===== src/rtl/dac_spi_driver_pkg.sv =====
// Shared types and constants for the DAC SPI driver: FSM state encoding,
// default DAC command nibble, frame width and counter width helpers.
package dac_spi_driver_pkg;

  typedef enum logic [1:0] {
    ST_IDLE  = 2'd0,
    ST_LOAD  = 2'd1,
    ST_SHIFT = 2'd2,
    ST_GAP   = 2'd3
  } state_t;

  // Command nibble that precedes every sample on the wire.
  localparam logic [3:0] DEFAULT_CMD = 4'b0011;
  localparam int CMD_BITS = 4;

  // Total bits per SPI frame: command nibble plus the sample.
  function automatic int frame_bits(input int size);
    return CMD_BITS + size;
  endfunction

  // Number of bits needed to hold 'value' (at least 1).
  function automatic int clogb2(input int value);
    int w;
    w = 1;
    for (int i = 1; i < 31; i++) begin
      if (value >= (1 << i)) w = i + 1;
    end
    return w;
  endfunction

  // Shortest sample period that lets a whole frame plus its gap and one idle
  // cycle fit between two ticks.
  function automatic int min_sample_period(input int size, input int clk_div);
    return 1 + (frame_bits(size) + 1) * 2 * clk_div + 1;
  endfunction

endpackage


===== src/rtl/dac_spi_driver_rate_divider.sv =====
// Free-running sample-rate counter producing a one-cycle tick every
// SAMPLE_PERIOD clocks; the tick is high while the count equals
// SAMPLE_PERIOD-1.
module rate_divider
  import dac_spi_driver_pkg::*;
#(
  parameter int SAMPLE_PERIOD = 100
) (
  input  logic clk,
  input  logic rst,
  output logic tick
);

  localparam int CNT_W = clogb2(SAMPLE_PERIOD - 1);
  localparam logic [CNT_W-1:0] CNT_LAST = CNT_W'(SAMPLE_PERIOD - 1);

  logic [CNT_W-1:0] cnt_reg;
  logic [CNT_W-1:0] cnt_next;
  logic             tick_reg;

  // Wrap the counter at SAMPLE_PERIOD-1.
  always_comb begin
    cnt_next = (cnt_reg == CNT_LAST) ? '0 : cnt_reg + CNT_W'(1);
  end

  // Register the tick so it lines up with the cycle whose count is the last one.
  always_ff @(posedge clk or negedge rst) begin
    if (!rst) begin
      cnt_reg  <= '0;
      tick_reg <= 1'b0;
    end else begin
      cnt_reg  <= cnt_next;
      tick_reg <= (cnt_next == CNT_LAST);
    end
  end

  assign tick = tick_reg;

endmodule


===== src/rtl/dac_spi_driver.sv =====
// Serialises one {CMD, sample} word per sample tick to an SPI DAC
// (mode 0: sclk idles low, DAC samples mosi on the rising edge), and
// requests the next sample from upstream with a one-cycle pulse.
module dac_spi_driver
  import dac_spi_driver_pkg::*;
#(
  parameter int         SIZE          = 12,
  parameter int         CLK_DIV       = 2,
  parameter int         SAMPLE_PERIOD = 100,
  parameter logic [3:0] CMD           = DEFAULT_CMD,
  parameter bit         CHECK_CFG     = 1'b1
) (
  input  logic            clk,
  input  logic            rst,
  input  logic [SIZE-1:0] data,
  output logic            next,
  output logic            sclk,
  output logic            mosi,
  output logic            cs_n,
  output logic            busy,
  output logic            overrun
);

  localparam int BITS       = frame_bits(SIZE);
  localparam int BIT_W      = clogb2(BITS - 1);
  localparam int DIV_W      = clogb2(2 * CLK_DIV - 1);
  localparam int MIN_PERIOD = min_sample_period(SIZE, CLK_DIV);

  localparam logic [BIT_W-1:0] BIT_LAST = BIT_W'(BITS - 1);
  localparam logic [DIV_W-1:0] DIV_RISE = DIV_W'(CLK_DIV - 1);
  localparam logic [DIV_W-1:0] DIV_LAST = DIV_W'(2 * CLK_DIV - 1);

  logic            tick;
  state_t          state_reg;
  logic [BITS-1:0] shift_reg;
  logic [BIT_W-1:0] bit_cnt_reg;
  logic [DIV_W-1:0] div_reg;
  logic            next_reg;
  logic            sclk_reg;
  logic            mosi_reg;
  logic            cs_n_reg;
  logic            busy_reg;
  logic            overrun_reg;

  rate_divider #(
    .SAMPLE_PERIOD(SAMPLE_PERIOD)
  ) u_rate (
    .clk (clk),
    .rst (rst),
    .tick(tick)
  );

  // Frame sequencer: every output is set one cycle ahead so it comes
  // straight from a flop. The shift register rotates so that each bit
  // change happens together with the sclk falling edge.
  always_ff @(posedge clk or negedge rst) begin
    if (!rst) begin
      state_reg   <= ST_IDLE;
      shift_reg   <= '0;
      bit_cnt_reg <= '0;
      div_reg     <= '0;
      next_reg    <= 1'b0;
      sclk_reg    <= 1'b0;
      mosi_reg    <= 1'b0;
      cs_n_reg    <= 1'b1;
      busy_reg    <= 1'b0;
      overrun_reg <= 1'b0;
    end else begin
      next_reg <= 1'b0;
      // Any tick that does not find the sequencer idle is lost; remember it.
      if (tick && (state_reg != ST_IDLE)) overrun_reg <= 1'b1;
      case (state_reg)
        ST_IDLE: begin
          if (tick) begin
            state_reg   <= ST_LOAD;
            shift_reg   <= {CMD, data};
            mosi_reg    <= CMD[3];
            cs_n_reg    <= 1'b0;
            next_reg    <= 1'b1;
            sclk_reg    <= 1'b0;
            bit_cnt_reg <= BIT_LAST;
            div_reg     <= '0;
            busy_reg    <= 1'b1;
          end
        end
        ST_LOAD: begin
          state_reg <= ST_SHIFT;
          div_reg   <= '0;
        end
        ST_SHIFT: begin
          if (div_reg == DIV_LAST) begin
            div_reg  <= '0;
            sclk_reg <= 1'b0;
            if (bit_cnt_reg == '0) begin
              state_reg <= ST_GAP;
              cs_n_reg  <= 1'b1;
            end else begin
              bit_cnt_reg <= bit_cnt_reg - BIT_W'(1);
              shift_reg   <= {shift_reg[BITS-2:0], shift_reg[BITS-1]};
              mosi_reg    <= shift_reg[BITS-2];
            end
          end else begin
            div_reg <= div_reg + DIV_W'(1);
            if (div_reg == DIV_RISE) sclk_reg <= 1'b1;
          end
        end
        ST_GAP: begin
          if (div_reg == DIV_LAST) begin
            state_reg <= ST_IDLE;
            busy_reg  <= 1'b0;
            div_reg   <= '0;
          end else begin
            div_reg <= div_reg + DIV_W'(1);
          end
        end
        default: state_reg <= ST_IDLE;
      endcase
    end
  end

  // Flag configurations whose sample period cannot hold a full frame.
  generate
    if (CHECK_CFG) begin : g_cfg_check
      cfg_legal: assert property (@(posedge clk) disable iff (!rst)
                                  SAMPLE_PERIOD >= MIN_PERIOD)
        else $error("dac_spi_driver: SAMPLE_PERIOD %0d below minimum %0d",
                    SAMPLE_PERIOD, MIN_PERIOD);
    end
  endgenerate

  assign next    = next_reg;
  assign sclk    = sclk_reg;
  assign mosi    = mosi_reg;
  assign cs_n    = cs_n_reg;
  assign busy    = busy_reg;
  assign overrun = overrun_reg;

endmodule


===== config.mk =====
export PLATFORM = sky130hd
export DESIGN_NAME = dac_spi_driver
export DESIGN_NICKNAME = d
export VERILOG_FILES = /design/src/rtl/dac_spi_driver_pkg.sv /design/src/rtl/dac_spi_driver_rate_divider.sv /design/src/rtl/dac_spi_driver.sv
export SDC_FILE = /design/constraint.sdc
export NUM_CORES = 1
export LEC_CHECK = 0
export ABC_AREA = 0
export BUFFER_PORTS_ARGS = -buffer_cell sky130_fd_sc_hd__buf_2
export CAP_MARGIN = 25
export CELL_PAD_IN_SITES_DETAIL_PLACEMENT = 0
export CELL_PAD_IN_SITES_GLOBAL_PLACEMENT = 1
export CORE_UTILIZATION = 49
export DETAILED_ROUTE_END_ITERATION = 8
export PLACE_DENSITY_LB_ADDON = 0.25
export SLEW_MARGIN = 20
export SYNTH_ARGS = -nofsm -noshare
export SYNTH_HDL_FRONTEND = slang
export SYNTH_SLANG_ARGS = --single-unit

===== constraint.sdc =====
create_clock -name clk -period 3.65 [get_ports clk]
set_input_delay 0.5475 -clock clk [delete_from_list [all_inputs] [get_ports clk]]
set_output_delay 0.5475 -clock clk [all_outputs]
set_load 0.05 [all_outputs]

=== Word-level counts from Yosys, hierarchy flattened ===
Index checks and enable logic that the tools add are counted.

* Input bits: 14
* RAM bits: 0
* Word-level logic and storage cells: 72
* Register bits: 38
* Latch bits: 0
* Memories kept: 0
* Output and inout port bits: 6
* Bits in read-only memories: 0

* $mul: 0
* $lt $le $gt $ge: 0
* Muxes and demuxes: 32
* Divide/modulo/power cells: 0
* Shift-type cells: 0
* Bitwise gates (word level): 0
* Equality and inequality tests: 13
* Reductions and logical operators: 12
* $add $sub $neg: 3

{| class="wikitable"
|+ Operators with widths
! operator !! number
|-
| 2-to-1 mux 16 bit || 3
|-
| one-hot mux 16 bit (2 select lines) || 1
|-
| equality test 7 bit (second input constant) || 2
|-
| 2-to-1 mux 2 bit || 6
|-
| 2-to-1 mux 4 bit || 3
|-
| AND reduction 4 bit || 3
|-
| 2-to-1 mux 1 bit || 11
|-
| inequality test 2 bit (second input constant) || 4
|-
| one-hot mux 1 bit (2 select lines) || 4
|-
| one-hot mux 2 bit (4 select lines) || 1
|-
| one-hot mux 4 bit (2 select lines) || 1
|-
| adder 7 x 1 -> 7 bit (second input constant) || 1
|-
| 2-to-1 mux 7 bit || 1
|-
| equality test 2 bit (second input constant) || 3
|-
| one-hot mux 2 bit (3 select lines) || 1
|-
| AND reduction 3 bit || 2
|-
| nonzero test 2 bit || 3
|-
| equality test 2 x 1 -> 1 bit (second input constant) || 2
|-
| zero test 4 bit || 1
|-
| subtractor 4 x 1 -> 4 bit (second input constant) || 1
|-
| inequality test 3 bit (second input constant) || 1
|-
| adder 2 x 1 -> 2 bit (second input constant) || 1
|-
| zero test 2 bit || 1
|-
| inequality test 2 x 1 -> 1 bit (second input constant) || 1
|-
| 2 further kinds || 2
|}

=== Logic depth before layout (Yosys ltp) ===
Gate-level depths: netlist of the first run.

* Depth after elaboration: 4
* Depth in mapped cells: 8
* Mapped depth without buffers: 6

=== Hierarchy ===
From an unflattened synthesis of the first run, not the netlist that was laid out.

* Cell total of the unflattened synthesis: 258
* Area total of the unflattened synthesis: 2419.8 sq um

{| class="wikitable"
|+ By module, submodules not included
! module !! seq. area each (sq um) !! area each (sq um) !! instances !! cells an instance
|-
| dac_spi_driver || 726.9 || 1973.1 || 1 || 216
|-
| rate_divider || 200.2 || 446.7 || 1 || 42
|}

=== Worst setup path before layout of the first run ===
No wires, ideal clock.

* Path type: register -> register
* From: register bit_cnt_reg[0]
* To: register shift_reg[10]
* Buffers on the path: 2
* Period minus slack after synthesis: 1.827 ns
* Library setup time: 0.126 ns
* Setup slack: 1.823 ns
* Arrival: 1.702 ns
* Data required time: 3.524 ns
* Cell stages (with the launch flop): 9
* Path through: dfrtp_1 -> inv_1 -> ha_1 -> or3b_4 -> a31oi_4 -> or2_1 -> buf_6 -> buf_12 -> o21ai_2

* Longest elaborated chain between the ends: 3

{| class="wikitable"
|+ Ends and longest elaborated chain
! item !! line !! source
|-
| start: declaration || dac_spi_driver.sv:36 || <nowiki>logic [BIT_W-1:0] bit_cnt_reg;</nowiki>
|-
| start signal: assignment || dac_spi_driver.sv:98 || <nowiki>bit_cnt_reg <= bit_cnt_reg - BIT_W'(1);</nowiki>
|-
| zero test 4 bit || dac_spi_driver.sv:94 || <nowiki>if (bit_cnt_reg == '0) begin</nowiki>
|-
| inequality test 2 bit (no line) || n/a ||
|-
| AND reduction 4 bit (no line) || n/a ||
|-
| end signal: assignment || dac_spi_driver.sv:76 || <nowiki>shift_reg <= {CMD, data};</nowiki>
|-
| end signal: assignment || dac_spi_driver.sv:99 || <nowiki>shift_reg <= {shift_reg[BITS-2:0], shift_reg[BITS-1]};</nowiki>
|-
| end: declaration || dac_spi_driver.sv:35 || <nowiki>logic [BITS-1:0] shift_reg;</nowiki>
|}

No other way between the ends.
A chain may end at the register's enable or synchronous reset.

=== Worst setup path after layout of the first run ===
* From: register bit_cnt_reg[0]
* To: register shift_reg[1]

Same word-level chain as after synthesis.

==> results of run 1 <==
-- worst max path at each step --
stage / end / slack [ps] / cells past startpoint
after floorplan: shift_reg[10] / 1820 / 8
after global placement: shift_reg[2] / 1210 / 6
after detailed placement: shift_reg[1] / 1120 / 6
after CTS: shift_reg[1] / 1080 / 6
after global routing: shift_reg[0] / 880 / 6
final: shift_reg[1] / 1120 / 6
-- cells by family (layout without fill, tap and decap cells) --
logic type / Yosys count / in the layout / share of synthesized area (%)
flops: 37 / 37 / 48.88
xor+xnor: 4 / 4 / 1.847
simple gates: 43 / 43 / 11.68
buf+inv: 19 / 40 / 5.211
compound gates: 55 / 55 / 19.59
fa+ha+maj: 9 / 9 / 5.937
mux: 13 / 13 / 6.860
-- final cells by class --
| class | count | area [um^2] |
|---|---|---|
| Fill cell | 329 | 1559 |
| Clock inverter | 2 | 37.54 |
| Tap cell | 48 | 60.06 |
| Timing Repair Buffer | 21 | 110.1 |
| Multi-Input combinational cell | 124 | 870.8 |
| Clock buffer | 6 | 82.58 |
| Sequential cell | 37 | 927.1 |
| Inverter | 11 | 41.29 |
-- power by group --
part | total, W | internal (W) | switching [W]
clock | 0.000369 | 0.000222 | 0.000147
sequential | 0.000410 | 0.000410 | 0
combinational | 0.0000189 | 0.00000699 | 0.0000119
total | 0.000797 | 0.000639 | 0.000158
-- metal layers --
layer	global-route usage, %	part of all wire, %
met2	33.51	48
met1	24.48	47
met5	0	0
met3	6.607	3.5
met4	7.222	1.3
-- stage by stage --
stage	hold slack, ps	instance area (um^2)	utilization, %	instances	setup WS [ps]
3_5_place_dp	464.5	2009	54.48	241	1120
5_1_grt	404.4	2130	57.73	249	878.6
6_report	344.2	2130	57.73	249	1125
2_1_floorplan	251.9	1897	-	180	1823
3_3_place_gp	450.3	2009	54.48	241	1211
4_1_cts	362.7	2130	57.73	249	1084
-- cells in the mapped netlist, drive strengths merged, types with 3 or more instances --
library cell and instances:
buf 5, nor3 4, mux2i 13, nand2 11
o22a 3, nor2 9, nor2b 4, nand3 4
dfrtp 36, ha 9, a21oi 7, xnor2 4
a31oi 3, clkbuf 3, o21ai 33, inv 11
==> impl_metrics.py, run 1 <==
metrics = {
    "worst_setup_path": {
        "crit_path_end_kind": "flip-flop",
        "worst-endpoint-required_ps": 3790,
        "critPathSlowestCell": "or2_1",
        "path_max_fanout": 18,
        "reg2reg_slack_ps": 1120,
        "timing_worst_setup_path_type": "flip-flop to flip-flop",
        "crit_family": "simple AND/OR/NAND/NOR gates",
        "critPathArrivalTime_ps": 2660,
        "cp-start-kind": "flip-flop",
        "r2r_start": "bit_cnt_reg[0]",
        "startpoint": "bit_cnt_reg[0]",
        "path_buf_inv": 1,
        "reg2reg_to": "shift_reg[1]",
        "critPathMaxStageDelay_ps": 630,
        "r2r_cells": 6,
        "cp_cell_sequence": "inv_1, ha_1, or3b_4, a31oi_4, or2_1, o21ai_0",
    },
    "route": {
        "via_count": 1404,
        "drc": 0,
        "wl_mm": 3.477,
        "ant_nets": 0,
        "vias_per_cell": 5.639,
        "first_pass_iters": 4,
        "wl_per_cell_um": 13.96,
        "drt_iter0_markers": 67,
    },
    "clock_tree": {
        "numCtsBuffers": 5,
        "path_clk_slew_ps": 80,
        "post_cts_buffers": 0,
        "clock_latency_ps": 290,
        "h-tree-depth": 2,
        "cts_tree": "yes",
        "cts_resized": 0,
        "cts_hold_buffers": 0,
        "cts-root-buf": "clkbuf_8",
        "clk_path_buf_depth": 2,
        "cts_sinks": 37,
    },
    "floorplan": {
        "dieArea_um2": 4124,
        "start_util_pct": 51.42,
        "coreArea_um2": 3689,
        "num_rows": 22,
        "die_h_um": 64.22,
        "fp.dieW_um": 64.22,
        "ios": 20,
    },
    "grt": {
        "antenna_found_initial": 0,
        "grt-ovfl-total": 0,
        "grt_first_pass_wirelength_mm": 6.292,
        "grt_start_max_net_pins": 38,
        "grt_pass1_vias": 1438,
        "grt_usage_pct": 20.19,
    },
    "outcome": {
        "run_status": "completed",
    },
    "place": {
        "io_buffers": 19,
        "dp_hpwl_mm": 2.480,
        "gp_congestion": 0.7699,
    },
    "synthesis": {
        "synth_seq_area_share_pct": 48.88,
        "ys_seq_elements": 37,
        "synth_top_cell_by_area": "dfrtp_1",
        "synth.area.top_cells": "dfrtp_1 47%, mux2i_1 6.9%, o21ai_0 6.3%",
        "synth.distinct_cells": 38,
        "synth_ff_type": "dfrtp_1",
        "syn_nets": 203,
        "ys_async_sr_fraction_pct": 100.0,
        "syn_area_um2": 1897,
        "synth_top_cell_area_share_pct": 47.49,
        "syn_inst": 180,
        "yosysWarnings": 0,
        "synth_edf_count": 0,
        "synth.avg_cell_area_um2": 10.54,
    },
    "final_layout": {
        "nets": 223,
        "largest_reg_flops": 16,
        "synthToLayoutAreaGrowth_pct": 12.27,
        "diodes": 0,
        "drive_above_1_share_pct": 21.39,
        "final_common_cell": "dfrtp_1",
        "mostFrequentLayoutCells": "36 x dfrtp_1, 24 x o21ai_0, 19 x buf_2, 13 x mux2i_1",
    },
    "sta": {
        "fin_crit_sh_pct": 69.19,
        "fin_skew_ps": 7.177,
        "maxSlewHeadroom_pct": 46.28,
        "tns_ps": 0,
        "worstMarginPinSlew_ps": 805.8,
        "hold_viol": 0,
        "post-route-min-period_ps": 2525,
        "finalSetupViolations": 0,
        "max_freq_ghz": 0.3960,
        "slew_viol_final": 0,
        "rsz0062_at_grt": "false",
    },
    "power": {
        "p_total_w": 0.0007973,
        "p_leak_nw": 0.9068,
        "power.density_nw_per_um2": 374.4,
        "ir_drop_uv": 238.9,
    },
    "worst_hold_path": {
        "hp-class": "input port to asynchronous set/reset pin",
    },
    "job": {
        "drv_cap": 0,
    },
}
Note: power is estimated with default switching activity, not from simulation.
==> inputs of run 2 (changes only) <==
CORE_UTILIZATION = 45   (was 49)
clock period = 2.4 ns   (was 3.65 ns; I/O delays follow)
==> impl_metrics.py, run 2 (synthesized netlist as in run 1, its figures left out) <==
metrics = {
    "route": {
        "wl_mm": 3.676,
        "drt_iter0_markers": 87,
        "drc": 0,
        "vias_per_cell": 5.599,
        "ant_nets": 0,
        "wl_per_cell_um": 14.59,
        "via_count": 1411,
        "first_pass_iters": 4,
    },
    "final_layout": {
        "drive_above_1_share_pct": 21.29,
        "diodes": 0,
        "largest_reg_flops": 16,
        "design_area_um2": 2113,
        "nets": 225,
        "multi_input_area_um2": 870.8,
        "synthToLayoutAreaGrowth_pct": 11.41,
        "mostFrequentLayoutCells": "36 x dfrtp_1, 24 x o21ai_0, 19 x buf_2, 13 x mux2i_1",
        "final_common_cell": "dfrtp_1",
        "regArea_um2": 927.1,
        "fillers": 380,
    },
    "place": {
        "dp_hpwl_mm": 2.623,
        "gp_congestion": 0.7028,
        "io_buffers": 19,
        "place_area_um2": 2027,
    },
    "worst_hold_path": {
        "hp-class": "input port to asynchronous set/reset pin",
    },
    "grt": {
        "grt_pass1_vias": 1371,
        "antenna_found_initial": 0,
        "grt_first_pass_wirelength_mm": 6.216,
        "grt_usage_pct": 19.09,
        "grt_start_max_net_pins": 38,
        "grt-ovfl-total": 0,
    },
    "floorplan": {
        "die_h_um": 66.93,
        "fp.dieW_um": 66.93,
        "ios": 20,
        "start_util_pct": 47.08,
        "coreArea_um2": 4029,
        "dieArea_um2": 4479,
        "num_rows": 23,
    },
    "sta": {
        "fin_crit_sh_pct": 81.76,
        "worstMarginPinSlew_ps": 811.6,
        "finalSetupViolations": 0,
        "rsz0062_at_grt": "false",
        "max_freq_ghz": 0.5096,
        "slew_viol_final": 0,
        "hold_viol": 0,
        "maxSlewHeadroom_pct": 45.89,
        "tns_ps": 0,
        "fin_skew_ps": 6.379,
        "post-route-min-period_ps": 1962,
    },
    "worst_setup_path": {
        "timing_worst_setup_path_type": "flip-flop to flip-flop",
        "startpoint": "state_reg[0]",
        "r2r_start": "state_reg[0]",
        "path_max_fanout": 16,
        "critPathMaxStageDelay_ps": 450,
        "critPathArrivalTime_ps": 2110,
        "critPathSlowestCell": "ha_1",
        "worst-endpoint-required_ps": 2550,
        "crit_path_end_kind": "flip-flop",
        "cp-start-kind": "flip-flop",
        "cp_cell_sequence": "inv_1, ha_1, nor2b_1, a31oi_4, or2_1, buf_4, o21ai_0",
        "path_buf_inv": 2,
        "crit_family": "adder cells",
    },
    "clock_tree": {
        "numCtsBuffers": 5,
        "cts-root-buf": "clkbuf_8",
        "cts_sinks": 37,
        "clock_latency_ps": 280,
        "h-tree-depth": 2,
        "path_clk_slew_ps": 70,
        "cts_hold_buffers": 0,
        "cts_tree": "yes",
        "cts_resized": 0,
        "post_cts_buffers": 0,
        "clk_path_buf_depth": 2,
    },
    "power": {
        "p_leak_nw": 0.9033,
        "power.density_nw_per_um2": 515.0,
        "ir_drop_uv": 310.8,
    },
    "job": {
        "drv_cap": 0,
    },
    "outcome": {
        "run_status": "completed",
    },
}
## run 2: cell count changes in the layout (fill, tap and decap cells not counted)
cell,change
clkbuf_1,+1
bufinv_16,-1
clkinvlp_4,-1
buf_4,+2
## run 2: worst paths after layout
path,end,slack (ps),depth (start not counted)
worst min-delay path,state_reg[1],160,1
worst max register to register,shift_reg[1],440,7
worst min register to register,overrun,460,1
min in group clk,shift_reg[4],350,3
max in group asynchronous,bit_cnt_reg[0],1720,1
worst max-delay path,shift_reg[1],440,7
## run 2: report_power, final
group	total (W)	switching, W	internal, W	leakage (nW)
logic	0.0000293	0.0000187	0.0000106	0.423
registers	0.000623	0	0.000623	0.436
clock network	0.000436	0.000208	0.000228	0.0443
total	0.00109	0.000226	0.000862	0.903
## run 2: final cells by class
cell class / count / area share [%]
Clock buffer: 7 / 4.085
Timing Repair Buffer: 23 / 5.921
Tap cell: 50 / 2.960
Sequential cell: 37 / 43.87
Inverter: 11 / 1.954
Multi-Input combinational cell: 124 / 41.21
## run 2: per-stage QoR
stage | instances | total power, W | hold WS (ps) | util [%] | setup WS [ps]
2_1_floorplan | 180 | 0.0006419 | 64.41 | - | 572.8
5_1_grt | 252 | 0.001133 | 221.3 | 52.45 | 233.3
3_3_place_gp | 245 | 0.0006648 | 455.4 | 50.31 | 512.3
4_1_cts | 252 | 0.001102 | 187.1 | 52.45 | 407.4
6_report | 252 | 0.001088 | 164.3 | 52.45 | 437.8
3_5_place_dp | 245 | 0.0006659 | 464.2 | 50.31 | 428.6
## run 2: layer usage
layer,routed length [um],GRT usage (%)
met5,0,0
met4,44,6.383
met3,133,5.822
met2,1793,31.06
met1,1706,23.82
